[config.mk]
export PLATFORM = sky130hd
export DESIGN_NAME = mips_run_ctrl_flat
export DESIGN_NICKNAME = d
export VERILOG_FILES = /design/src/rtl/mips_run_ctrl_pkg.sv /design/src/rtl/mips_run_ctrl_if.sv /design/src/rtl/mips_run_ctrl_run_cycle_counter.sv /design/src/rtl/mips_run_ctrl.sv /design/src/flat_wrapper.sv
export SDC_FILE = /design/constraint.sdc
export NUM_CORES = 1
export LEC_CHECK = 0
export CORE_MARGIN = 2
export CORE_UTILIZATION = 45
export DETAILED_ROUTE_END_ITERATION = 12
export PLACE_DENSITY = 0.81
export SYNTH_ARGS = -nofsm -noshare
export SYNTH_HDL_FRONTEND = slang
export SYNTH_SLANG_ARGS = --single-unit
[constraint.sdc]
create_clock -name clock -period 2.5 [get_ports clock]
set_input_delay 0.5 -clock clock [delete_from_list [all_inputs] [get_ports clock]]
set_output_delay 0.5 -clock clock [all_outputs]
set_load 0.05 [all_outputs]
[src/rtl/mips_run_ctrl_pkg.sv]
// mips_ctrl_pkg: shared state encoding, default addresses/limits and address width for the run controller.
package mips_ctrl_pkg;
    localparam int AW = 10;
    localparam logic [AW-1:0] ARG_ADDR_DEF = 10'd200;
    localparam logic [AW-1:0] RES_ADDR_DEF = 10'd198;
    localparam logic [31:0] TIMEOUT_DEF = 32'd1024;
    typedef enum logic [2:0] {S_IDLE, S_LOAD, S_CLR, S_RUN, S_FETCH, S_DONE} state_t;
endpackage

[src/rtl/mips_run_ctrl_if.sv]
// mips_run_ctrl_if: single-word data-memory request/ack bus between the run controller and memory.
interface mips_run_ctrl_if;
    import mips_ctrl_pkg::*;
    logic mem_req;
    logic mem_we;
    logic mem_ack;
    logic [AW-1:0] mem_addr;
    logic [31:0] mem_wdata;
    logic [31:0] mem_rdata;
    modport master (output mem_req, mem_we, mem_addr, mem_wdata, input mem_rdata, mem_ack);
    modport slave (input mem_req, mem_we, mem_addr, mem_wdata, output mem_rdata, mem_ack);
endinterface

[src/rtl/mips_run_ctrl_run_cycle_counter.sv]
// run_cycle_counter: saturating RUN-cycle counter with clear/enable and a flag for the increment that reaches TIMEOUT.
module run_cycle_counter #(
    parameter logic [31:0] TIMEOUT = 32'd1024
) (
    input  logic        clock,
    input  logic        reset_n,
    input  logic        clr_i,
    input  logic        en_i,
    output logic [31:0] count_o,
    output logic        tc_o
);
    logic [31:0] count_q, count_d;
    always_comb count_d = clr_i ? '0 : (en_i && count_q != '1) ? count_q + 32'd1 : count_q;
    always_ff @(posedge clock or negedge reset_n)
        if (!reset_n) count_q <= '0;
        else count_q <= count_d;
    assign count_o = count_q;
    assign tc_o = en_i && count_q == TIMEOUT - 32'd1;
endmodule

[src/rtl/mips_run_ctrl.sv]
// mips_run_ctrl: loads an operand, runs the core until HLT, fetches its result.
// Optional watchdog abort in RUN enabled by defining MIPS_RUN_CTRL_WATCHDOG_EN.
module mips_run_ctrl
    import mips_ctrl_pkg::*;
#(
    parameter logic [AW-1:0] ARG_ADDR = ARG_ADDR_DEF,
    parameter logic [AW-1:0] RES_ADDR = RES_ADDR_DEF,
    parameter logic [31:0]   TIMEOUT  = TIMEOUT_DEF
) (
    input  logic                   clock,
    input  logic                   reset_n,
    input  logic                   start,
    input  logic [31:0]            arg_in,
    mips_run_ctrl_if.master        mem,
    output logic                   core_pc_clr,
    output logic                   core_run,
    input  logic                   core_halted,
    output logic                   busy,
    output logic                   done,
    output logic [31:0]            result,
    output logic [31:0]            cycle_count,
    output logic                   timeout_err
);
`ifdef MIPS_RUN_CTRL_WATCHDOG_EN
    localparam bit WD = 1'b1;
`else
    localparam bit WD = 1'b0;
`endif
    state_t state_q;
    logic req_q, we_q, clr_q, run_q, busy_q, done_q, to_q, tc;
    logic [AW-1:0] addr_q;
    logic [31:0] arg_q, result_q;
    run_cycle_counter #(.TIMEOUT(TIMEOUT)) u_cnt (
        .clock   (clock),
        .reset_n (reset_n),
        .clr_i   (state_q == S_IDLE && start),
        .en_i    (state_q == S_RUN && !core_halted),
        .count_o (cycle_count),
        .tc_o    (tc)
    );
    // Acks are only looked at while already in LOAD/FETCH, so an ack on the entry edge never completes.
    always_ff @(posedge clock or negedge reset_n)
        if (!reset_n) begin
            state_q  <= S_IDLE;
            req_q    <= 1'b0;
            we_q     <= 1'b0;
            addr_q   <= '0;
            arg_q    <= '0;
            clr_q    <= 1'b0;
            run_q    <= 1'b0;
            busy_q   <= 1'b0;
            done_q   <= 1'b0;
            result_q <= '0;
            to_q     <= 1'b0;
        end else begin
            clr_q  <= 1'b0;
            done_q <= 1'b0;
            case (state_q)
                S_IDLE: if (start) begin
                    state_q <= S_LOAD;
                    arg_q   <= arg_in;
                    to_q    <= 1'b0;
                    busy_q  <= 1'b1;
                    req_q   <= 1'b1;
                    we_q    <= 1'b1;
                    addr_q  <= ARG_ADDR;
                end
                S_LOAD: if (mem.mem_ack) begin
                    state_q <= S_CLR;
                    req_q   <= 1'b0;
                    we_q    <= 1'b0;
                    clr_q   <= 1'b1;
                end
                S_CLR: begin
                    state_q <= S_RUN;
                    run_q   <= 1'b1;
                end
                S_RUN: if (core_halted) begin
                    state_q <= S_FETCH;
                    run_q   <= 1'b0;
                    req_q   <= 1'b1;
                    addr_q  <= RES_ADDR;
                end else if (WD && tc) begin
                    state_q <= S_DONE;
                    run_q   <= 1'b0;
                    to_q    <= 1'b1;
                    done_q  <= 1'b1;
                end
                S_FETCH: if (mem.mem_ack) begin
                    state_q  <= S_DONE;
                    req_q    <= 1'b0;
                    result_q <= mem.mem_rdata;
                    done_q   <= 1'b1;
                end
                S_DONE: begin
                    state_q <= S_IDLE;
                    busy_q  <= 1'b0;
                end
                default: state_q <= S_IDLE;
            endcase
        end
    assign mem.mem_req   = req_q;
    assign mem.mem_we    = we_q;
    assign mem.mem_addr  = addr_q;
    assign mem.mem_wdata = arg_q;
    assign core_pc_clr   = clr_q;
    assign core_run      = run_q;
    assign busy          = busy_q;
    assign done          = done_q;
    assign result        = result_q;
    assign timeout_err   = to_q;
endmodule

[src/flat_wrapper.sv]
// flat-port wrapper written by rule: the top's interface ports become plain ports
module mips_run_ctrl_flat import mips_ctrl_pkg::*;
#(
    parameter logic [AW-1:0] ARG_ADDR = ARG_ADDR_DEF,
    parameter logic [AW-1:0] RES_ADDR = RES_ADDR_DEF,
    parameter logic [31:0]   TIMEOUT  = TIMEOUT_DEF
)
  (clock, reset_n, start, arg_in, core_pc_clr, core_run, core_halted, busy, done, result, cycle_count, timeout_err, mem_mem_req, mem_mem_we, mem_mem_addr, mem_mem_wdata, mem_mem_rdata, mem_mem_ack);
  mips_run_ctrl_if mem_i ();
  input  logic clock;
  input  logic reset_n;
  input  logic start;
  input  logic [31:0] arg_in;
  output logic core_pc_clr;
  output logic core_run;
  input  logic core_halted;
  output logic busy;
  output logic done;
  output logic [31:0] result;
  output logic [31:0] cycle_count;
  output logic timeout_err;
  output wire logic [$bits(mem_i.mem_req)-1:0] mem_mem_req;
  output wire logic [$bits(mem_i.mem_we)-1:0] mem_mem_we;
  output wire logic [$bits(mem_i.mem_addr)-1:0] mem_mem_addr;
  output wire logic [$bits(mem_i.mem_wdata)-1:0] mem_mem_wdata;
  input wire logic [$bits(mem_i.mem_rdata)-1:0] mem_mem_rdata;
  input wire logic [$bits(mem_i.mem_ack)-1:0] mem_mem_ack;
  assign mem_mem_req = mem_i.mem_req;
  assign mem_mem_we = mem_i.mem_we;
  assign mem_mem_addr = mem_i.mem_addr;
  assign mem_mem_wdata = mem_i.mem_wdata;
  assign mem_i.mem_rdata = mem_mem_rdata;
  assign mem_i.mem_ack = mem_mem_ack;
  mips_run_ctrl #(.ARG_ADDR(ARG_ADDR), .RES_ADDR(RES_ADDR), .TIMEOUT(TIMEOUT)) u_core (.clock(clock), .reset_n(reset_n), .start(start), .arg_in(arg_in), .mem(mem_i), .core_pc_clr(core_pc_clr), .core_run(core_run), .core_halted(core_halted), .busy(busy), .done(done), .result(result), .cycle_count(cycle_count), .timeout_err(timeout_err));
endmodule
Yosys cells after proc, flatten, opt, wreduce, memory -nomap -nowiden
Cells that the tools add are included.

word-level totals
  logic and storage cells = 64
  register bits = 115
  input bits = 69
  output and inout bits = 113

cells by class
  muxes and demuxes = 21
  reductions and logical operators = 20
  equality and inequality tests = 11
  add/subtract/negate cells = 1

operators by type and width
  operator                                                number
  two-way mux 32 bit                                      2
  adder 32 x 1 -> 32 bit (second input constant)          1
  inequality test 32 bit (second input constant)          1
  two-way mux 10 bit                                      2
  case mux 10 bit (2 select lines)                        1
  case mux 3 bit (5 select lines)                         1
  two-way mux 3 bit                                       4
  nonzero test 2 bit                                      5
  inequality test 2 bit (second input constant)           4
  AND reduction 2 bit                                     4
  AND reduction 4 bit                                     2
  two-way mux 1 bit                                       7
  == test 3 x 2 -> 1 bit (second input constant)          2
  == test 3 bit (second input constant)                   2
  case mux 1 bit (2 select lines)                         3
  AND reduction 3 bit                                     2
  == test 3 x 1 -> 1 bit (second input constant)          1
  logical AND 1 bit                                       3
  logical NOT 3 bit                                       1
  case mux 1 bit (3 select lines)                         1
  nonzero test 3 bit                                      1
  inequality test 2 x 1 -> 1 bit (second input constant)  1
  OR reduction 2 bit                                      1
  logical NOT 1 bit                                       1

Logic depth before layout (Yosys ltp)
  word-level depth = 5
  gate-level depth with buffers = 9
  gate-level depth less buffers = 6

By module
A second synthesis with hierarchy kept.

unflattened totals
  cell total of the unflattened synthesis = 405
  area total of the unflattened synthesis = 4,936.0 um^2

modules (own cells, without submodules)
  module             cells an instance  times used  area an instance (um^2)  seq. area each (um^2)
  mips_run_ctrl      200                1           3,056.7                  1,901.8
  run_cycle_counter  205                1           1,879.3                  800.8

Worst setup path before layout
OpenSTA, ideal clock, no wires.

  path type = reg2reg
  from = register u_core.u_cnt.count_q[0] (netlist: u_core.u_cnt.count_o[0])
  to = register u_core.u_cnt.count_q[3] (netlist: u_core.u_cnt.count_o[3])
  library setup time = 0.126 ns
  clock period less this slack = 2.396 ns
  setup slack = 0.104 ns
  data required time = 2.374 ns
  arrival = 2.270 ns
  stages on the path, launching flop included = 9
  path buffers = 2
  cell sequence = dfrtp_1 -> ha_1 -> nand3_1 -> nor4_1 -> and4_1 -> buf_2 -> buf_4 -> nor2_1 -> a221o_1

on the way
  cells in the longest elaborated chain, start to end = 3
  elaborated cells between the ends (all ways) = 6
  those cells by class = add/sub (1); eq/ne (1); mux (2); reduce/logical (2)

RTL lines
  what                                                              RTL line                               RTL
  from (decl)                                                       mips_run_ctrl_run_cycle_counter.sv:12  logic [31:0] count_q, count_d;
  from (signal assigned)                                            mips_run_ctrl_run_cycle_counter.sv:16  else count_q <= count_d;
  adder 32 x 1 -> 32 bit or inequality test 32 bit (tied branches)  mips_run_ctrl_run_cycle_counter.sv:13  always_comb count_d = clr_i ? '0 : (en_i && count_q != '1) ? count_q + 32'd1 : count_q;
  two-way mux 32 bit or logical AND 1 bit (tied branches)           mips_run_ctrl_run_cycle_counter.sv:13
  two-way mux 32 bit or nonzero test 2 bit (tied branches)          n/a

Several ways; a longest one is shown, not always the timed one. The select of a mux whose other input is x is not followed.
A chain may end at the register's enable or synchronous reset.

Final worst setup path
  from = register u_core.u_cnt.count_q[0] (netlist: u_core.u_cnt.count_o[0])
  to = register u_core.u_cnt.count_q[0] (netlist: u_core.u_cnt.count_o[0])

The elaborated chain is that of the path after synthesis.

==> results_dict.tcl <==
set metrics [dict create \
    nFillCells 833 \
    netlist_instances 488 \
    final_area_mm2 0.007020 \
    worstPathRequired_ps 2810 \
    start_util 0.4559 \
    dp_slack_ps 171.3 \
    wire_per_inst_um 15.99 \
    cts_num_sinks 108 \
    grt_pass1_vias 4352 \
    hp-class "primary input to asynchronous set/reset pin" \
    relSlewSlack 0.6244 \
    async_reset_ff_frac 1.000 \
    synth_top_area_cell "dfrtp_1" \
    io_buffers 175 \
    syn_to_final_growth_pct 43.95 \
    hold_viol 0 \
    cts_buffers 9 \
    timing.critical_path.arrival_ps 2550 \
    met1_length_mm 5.169 \
    drive_above_1_share 0.1126 \
    ys_seq_area_frac 0.5541 \
    grt_util_all_layers 0.2253 \
    fin_ws_ps 262.8 \
    run_status "completed" \
    ys_types 46 \
    cts_setup_buffers 0 \
    synth_top_area_frac 0.5541 \
    drtIter0Drc 190 \
    finalSetupViolations 0 \
    grt_overflow 0 \
    dieArea_mm2 0.01169 \
    place.gp.congestion 0.8587 \
    nNetsFinal 731 \
    die_w_um 108.1 \
    cts_resized 0 \
    rsz0062_at_grt "false" \
    wl_met2_mm 6.469 \
    cts_root_buf "clkbuf_8" \
    cts_tree "built" \
    io_pins 182 \
    antenna_found_initial 0 \
    ys.flop_type "dfrtp_1" \
    wl_mm 12.89 \
    synth-edff-count 0 \
    syn_area_mm2 0.004877 \
    layout.cells.non_filler 806 \
    critPathKind "flop to flop" \
    postPlaceCellArea_mm2 0.006827 \
    p_total_uw 8594 \
    skew_ps 11.55 \
    cts-htree-levels 3 \
    num_vias 4376 \
    worst_pin_slew_ps 563.3 \
    routed.top_layer "met4" \
    grt_pass1_wl_mm 20.78 \
    clkTransAtPathRegs_ps 100 \
    startpoint_type "flop" \
    max_cap_viol_count 0 \
    die_y_um 108.1 \
    dpl.hpwl_mm 9.367 \
    critPathMaxFanout 7 \
    drtAntennaViolNets 0 \
    avgViaCountPerCell 5.429 \
    antenna_cells 0 \
    clkLatencyLatePin_ps 380 \
    ys_ff_latch 108 \
    tns_ps 0 \
    slew_violations 0 \
    peakVddDrop_mv 0.8456 \
    leakagePower_uw 0.003016 \
    coreArea_mm2 0.01070 \
    route.met3.wl_mm 1.026 \
    route.detailed.drc 0 \
    min_period_over_period 0.8949 \
    postCtsHoldBufs 0 \
    clockBufferDepth 2 \
    fin_crit_ps 2237 \
    row_count 38 \
    max_freq_ghz 0.4470 \
    ys_warn_count 0 \
    cp-end-kind "flop" \
    grt_max_degree 46 \
    power.density_mw_per_mm2 1224 \
    dpl.cell_count 790 \
    first_pass_iters 4 \
    synth_area_per_cell_um2 9.994 \
    synth_area_leaders "dfrtp_1, nand2_1, mux2_2, a31oi_1, o31ai_1" \
]
==> kinds of logic (layout without fill, tap and decap cells) <==
kind of cell | count (synthesis) | in the layout | share of synthesized area
buf+inv | 43 | 216 | 0.04207
simple gates | 226 | 226 | 0.2219
other cells | 1 | 6 | 0.0007689
fa+ha+maj | 1 | 1 | 0.002565
mux | 36 | 36 | 0.08235
compound gates | 73 | 73 | 0.09621
flops | 108 | 108 | 0.5541
==> cell usage in the layout, fill, tap and decap left out, types with 7 or more instances in the layout <==
cell type	instances
nand4_1	12
nand2_1	121
a21oi_1	14
nand3_1	15
o21ai_0	12
clkbuf_8	9
inv_1	7
o31ai_1	11
nor3_1	8
nor2_1	18
or4_1	11
a31oi_1	20
mux2_2	33
clkdlybuf4s50_1	174
dfrtp_1	108
or3_1	7
buf_4	16
==> stage by stage <==
stage,hold slack [ps],util
CTS,113.5,0.6563
global route,131.9,0.6563
detailed placement,462.3,0.6381
floorplan,204.4,-
finish,109.3,0.6563
global placement,455.9,0.6381
==> registers in the layout (all words and copies together) (netlist names) <==
signal,cells
u_core.done,1
u_core.core_pc_clr,1
u_core.mem.mem_req,1
u_core.mem.mem_wdata,32
u_core.core_run,1
u_core.u_cnt.count_o,32
u_core.mem.mem_addr,3
u_core.busy,1
u_core.state_q,3
u_core.result,32
u_core.mem.mem_we,1
==> cell type report <==
class | count | area [um^2] | area share
Tap cell | 140 | 175.2 | 0.02495
Clock buffer | 11 | 131.4 | 0.01871
Inverter | 7 | 26.28 | 0.003743
Clock inverter | 5 | 62.56 | 0.008911
Timing Repair Buffer | 193 | 1922 | 0.2737
Multi-Input combinational cell | 342 | 2001 | 0.2850
Sequential cell | 108 | 2703 | 0.3850
==> final timing paths <==
kind,cells after the start,start,slack (ps),end
hold / removal,1,reset_n,110,u_core.u_cnt.count_o[17]$_DFFE_PN0P_
hold reg to reg,2,u_core.mem.mem_wdata[8]$_DFFE_PN0P_,480,u_core.mem.mem_wdata[8]$_DFFE_PN0P_
min in group clock,2,u_core.mem.mem_wdata[8]$_DFFE_PN0P_,480,u_core.mem.mem_wdata[8]$_DFFE_PN0P_
setup / recovery,6,u_core.u_cnt.count_o[0]$_DFFE_PN0P_,260,u_core.u_cnt.count_o[0]$_DFFE_PN0P_
max in group asynchronous,2,reset_n,1670,u_core.result[16]$_DFFE_PN0P_
setup reg to reg,6,u_core.u_cnt.count_o[0]$_DFFE_PN0P_,260,u_core.u_cnt.count_o[0]$_DFFE_PN0P_
==> where the power goes <==
| group | switching (uW) | internal, uW | leakage, uW |
|---|---|---|---|
| registers | 384 | 2360 | 0.00137 |
| clock network | 602 | 468 | 0.0000897 |
| logic | 3170 | 1610 | 0.00155 |
==> synthesized netlist by cell type (2+ instances only) <==
cell and n:
nand3_1 15, a31oi_1 20, nand2b_1 5, a21oi_1 14, o21ai_0 12, buf_4 10
clkbuf_1 21, and3_1 5, and4_1 2, and2_1 2, mux2i_1 3, mux2_2 33
inv_1 7, a21o_1 2, o31a_1 4, nand4_1 12, dfrtp_1 108, nor2_1 19
or4_1 11, buf_2 5, nand2_1 121, o31ai_1 11, nor4_1 6, nor3_1 9
nor4b_1 2, a211oi_1 2, or3_1 7, or2_2 2
==> per-layer routing <==
layer  global-route usage  up-vias
met1               0.2768     2134
li1                     -     2061
met2               0.3706      162
met4              0.09249        0
met3              0.06872       19
met5                    0        -
==> critical path, stage by stage (launching register included) <==
cell and delay [ps]:
dfrtp_1 430, ha_1 220, nand3_1 180, nor4_1 350, nand4_1 350, a21oi_1 430, mux2_2 220
Power figures use the tool's default switching activity.
==> RTL change: new RTL, same flow settings <==
The option `MIPS_RUN_CTRL_WATCHDOG_EN` is turned on by a define.
--- a/src/rtl/mips_run_ctrl.sv
+++ b/src/rtl/mips_run_ctrl.sv
@@ -2,2 +2,4 @@
 // Optional watchdog abort in RUN enabled by defining MIPS_RUN_CTRL_WATCHDOG_EN.
+`define MIPS_RUN_CTRL_WATCHDOG_EN
+
 module mips_run_ctrl
Formal check against the unedited RTL: no difference found for any inputs over 10 cycles, from zero or initial values and one cycle with reset_n low; that may be too few to reach the edited logic, so the function may still have changed.
==> RTL change against the original RTL <==
Die area increased by 1.4%. Clock skew up 0.0028 ns. Total power shrank 6.9%. Design area is 3.0% higher. Core utilization rose by 1.4 points. Worst setup slack worse by 0.026 ns. Sequential cell count is 1 higher. Synthesized cell count is 1.8% lower. Area after synthesis up 1.5%. Global-route usage is 0.38 points higher. Register-to-register slack gained 0.04 ns. Routed wire length rose by 4.6%. Critical path type is now reg -> out.
==> RTL change: results (changes against the original RTL) <==
Outcome: finished, final reports clean
TritonCTS buffer count: 9 (unchanged)
Buffering overhead: 28.23% (+0.85 points)
Crit path arrival time: 1.76 ns (-0.79 ns)
Worst Tran Pin Value: 0.6389 ns (+0.07555 ns)
Compound-Gate Fraction of Synth Area: 9.482% (-0.14 points)
Maximum vdd ir drop: 0.9109 mV (+7.7%)
GRT Total Usage: 22.91% (+0.38 points)
Largest net degree at the start of global routing: 52 (+13%)
CP delay by family, top: buffers and inverters
Post-CTS setup buffers: 0 (unchanged)
Largest stage delay, worst path: 0.86 ns (+0.43 ns)
Top_reg_cell synth: dfrtp_1
# nets final: 744 (+1.8%)
Placed insts: 803 (+1.6%)
Worst clock skew: 0.01438 ns (+0.002833 ns)
Port bufs: 176 (+0.57%)
Full die area: 11850 um2 (+1.4%)
Clkbuf count: 10 (-1)
Synthesized flop and latch total: 109 (+0.93%)
Routed Wire Length: 13470 um (+4.6%)
Finished Layout Cells: 819 (+1.6%)
Initial antenna violation count: 0 (unchanged)
Nonclk inv count: 6 (-1)
YS warnings: 0 (unchanged)
Drt via density: 5.380 (-0.91%)
Clk tree area frac: 2.490% (-0.27 points)
Mux share of post-synthesis cell area: 8.723% (+0.49 points)
First-pass GRT wire length: 21250 um (+2.3%)
Buffers excl. clock: 207 (+7.3%)
# fillers: 850 (+2.0%)
Placer congestion estimate: 0.8733 (+1.7%)
Hpwl dp: 10090 um (+7.8%)
Commonest cells in the netlist: nand2_1, dfrtp_1, mux2_2
CP max FO: 8 (+1)
Crit-path slowest cell: clkdlybuf4s50_1
Biggest Area Class: sequential cells
Post-DP Area: 7043 um2 (+3.2%)
Clock buffer depth: 2 (unchanged)
Post-synthesis adder-cell area fraction: 0.2528% (-0.0037 points)
Leak: 3.232 nW (+7.1%)
Drt initial violations: 237 (+25%)
Clk slew on worst S/H paths: 0.11 ns
Async SR Flop Fraction: 100.0% (unchanged)
#MultiIn Comb: 341 (-0.29%)
Vias in the first global route: 4393 (+0.94%)
Root buf cell: clkbuf_8
Synth Area in XOR/XNOR: 0.1770% (+0.18 points)
Synth area leaders: dfrtp_1, nand2_1, mux2_2, a21oi_1, or3_1
Seq/Total Area, Yosys: 55.12% (-0.29 points)
Synth unique cells: 53 (+15%)
Seq/total area: 37.70% (-0.79 points)
HP Class: in -> async
Multi-input combinational area share: 28.85% (+0.35 points)
Layout cells sized above 1: 13.84% (+2.6 points)
Mean Syn Cell Area: 10.33 um2 (+3.4%)
==> RTL change: cell count changes after synthesis, sizes merged, moves of 4 or more <==
cell	delta
or4	-7
a21oi	+8
nor4	+5
nand2	+8
buf	+5
and4	+4
nor2	-6
a31oi	-18
clkbuf	-14
or3	+6
o21ai	+7
==> RTL change: what timing repair did <==
action,4_1_cts,5_1_grt
hold endpoints to repair,0,0
resized for setup,0,1
endpoints found under the setup margin,0,2
hold buffers,0,0
==> RTL change: worst paths after layout <==
check / startpoint / endpoint / slack (ns) / depth (start not counted)
worst max-delay path: u_core.u_cnt.count_o[22] / cycle_count[22] / 0.24 / 1
max in group asynchronous: reset_n / u_core.result[13] / 1.64 / 2
worst min-delay path: reset_n / u_core.result[9] / 0.12 / 1
worst max register to register: u_core.u_cnt.count_o[1] / u_core.u_cnt.count_o[29] / 0.30 / 7
min in group clock: u_core.mem.mem_wdata[5] / u_core.mem.mem_wdata[5] / 0.49 / 2
worst min register to register: u_core.mem.mem_wdata[5] / u_core.mem.mem_wdata[5] / 0.49 / 2
==> RTL change: power breakdown <==
| part | internal [W] | leakage, nW | switching [W] | total (W) |
|---|---|---|---|---|
| logic | 0.00145 | 1.73 | 0.00283 | 0.00428 |
| registers | 0.00232 | 1.41 | 0.000374 | 0.00269 |
| clock network | 0.000382 | 0.0923 | 0.000643 | 0.00103 |
==> RTL change: through the flow <==
step	worst slack [ns]	utilization (%)	power, W
floorplan	0.2488	-	0.005435
global placement	0.1410	65.26	0.006909
detailed placement	0.07223	65.26	0.007027
CTS	0.1493	66.93	0.008068
global route	0.1609	67.03	0.008387
finish	0.2369	67.03	0.008002
==> RTL change: routing by layer <==
layer / track usage, % / wire length (um)
met3: 5.140 / 807
met4: 8.700 / 248
met5: 0 / 0
met1: 29.49 / 5567
met2: 37.76 / 6850
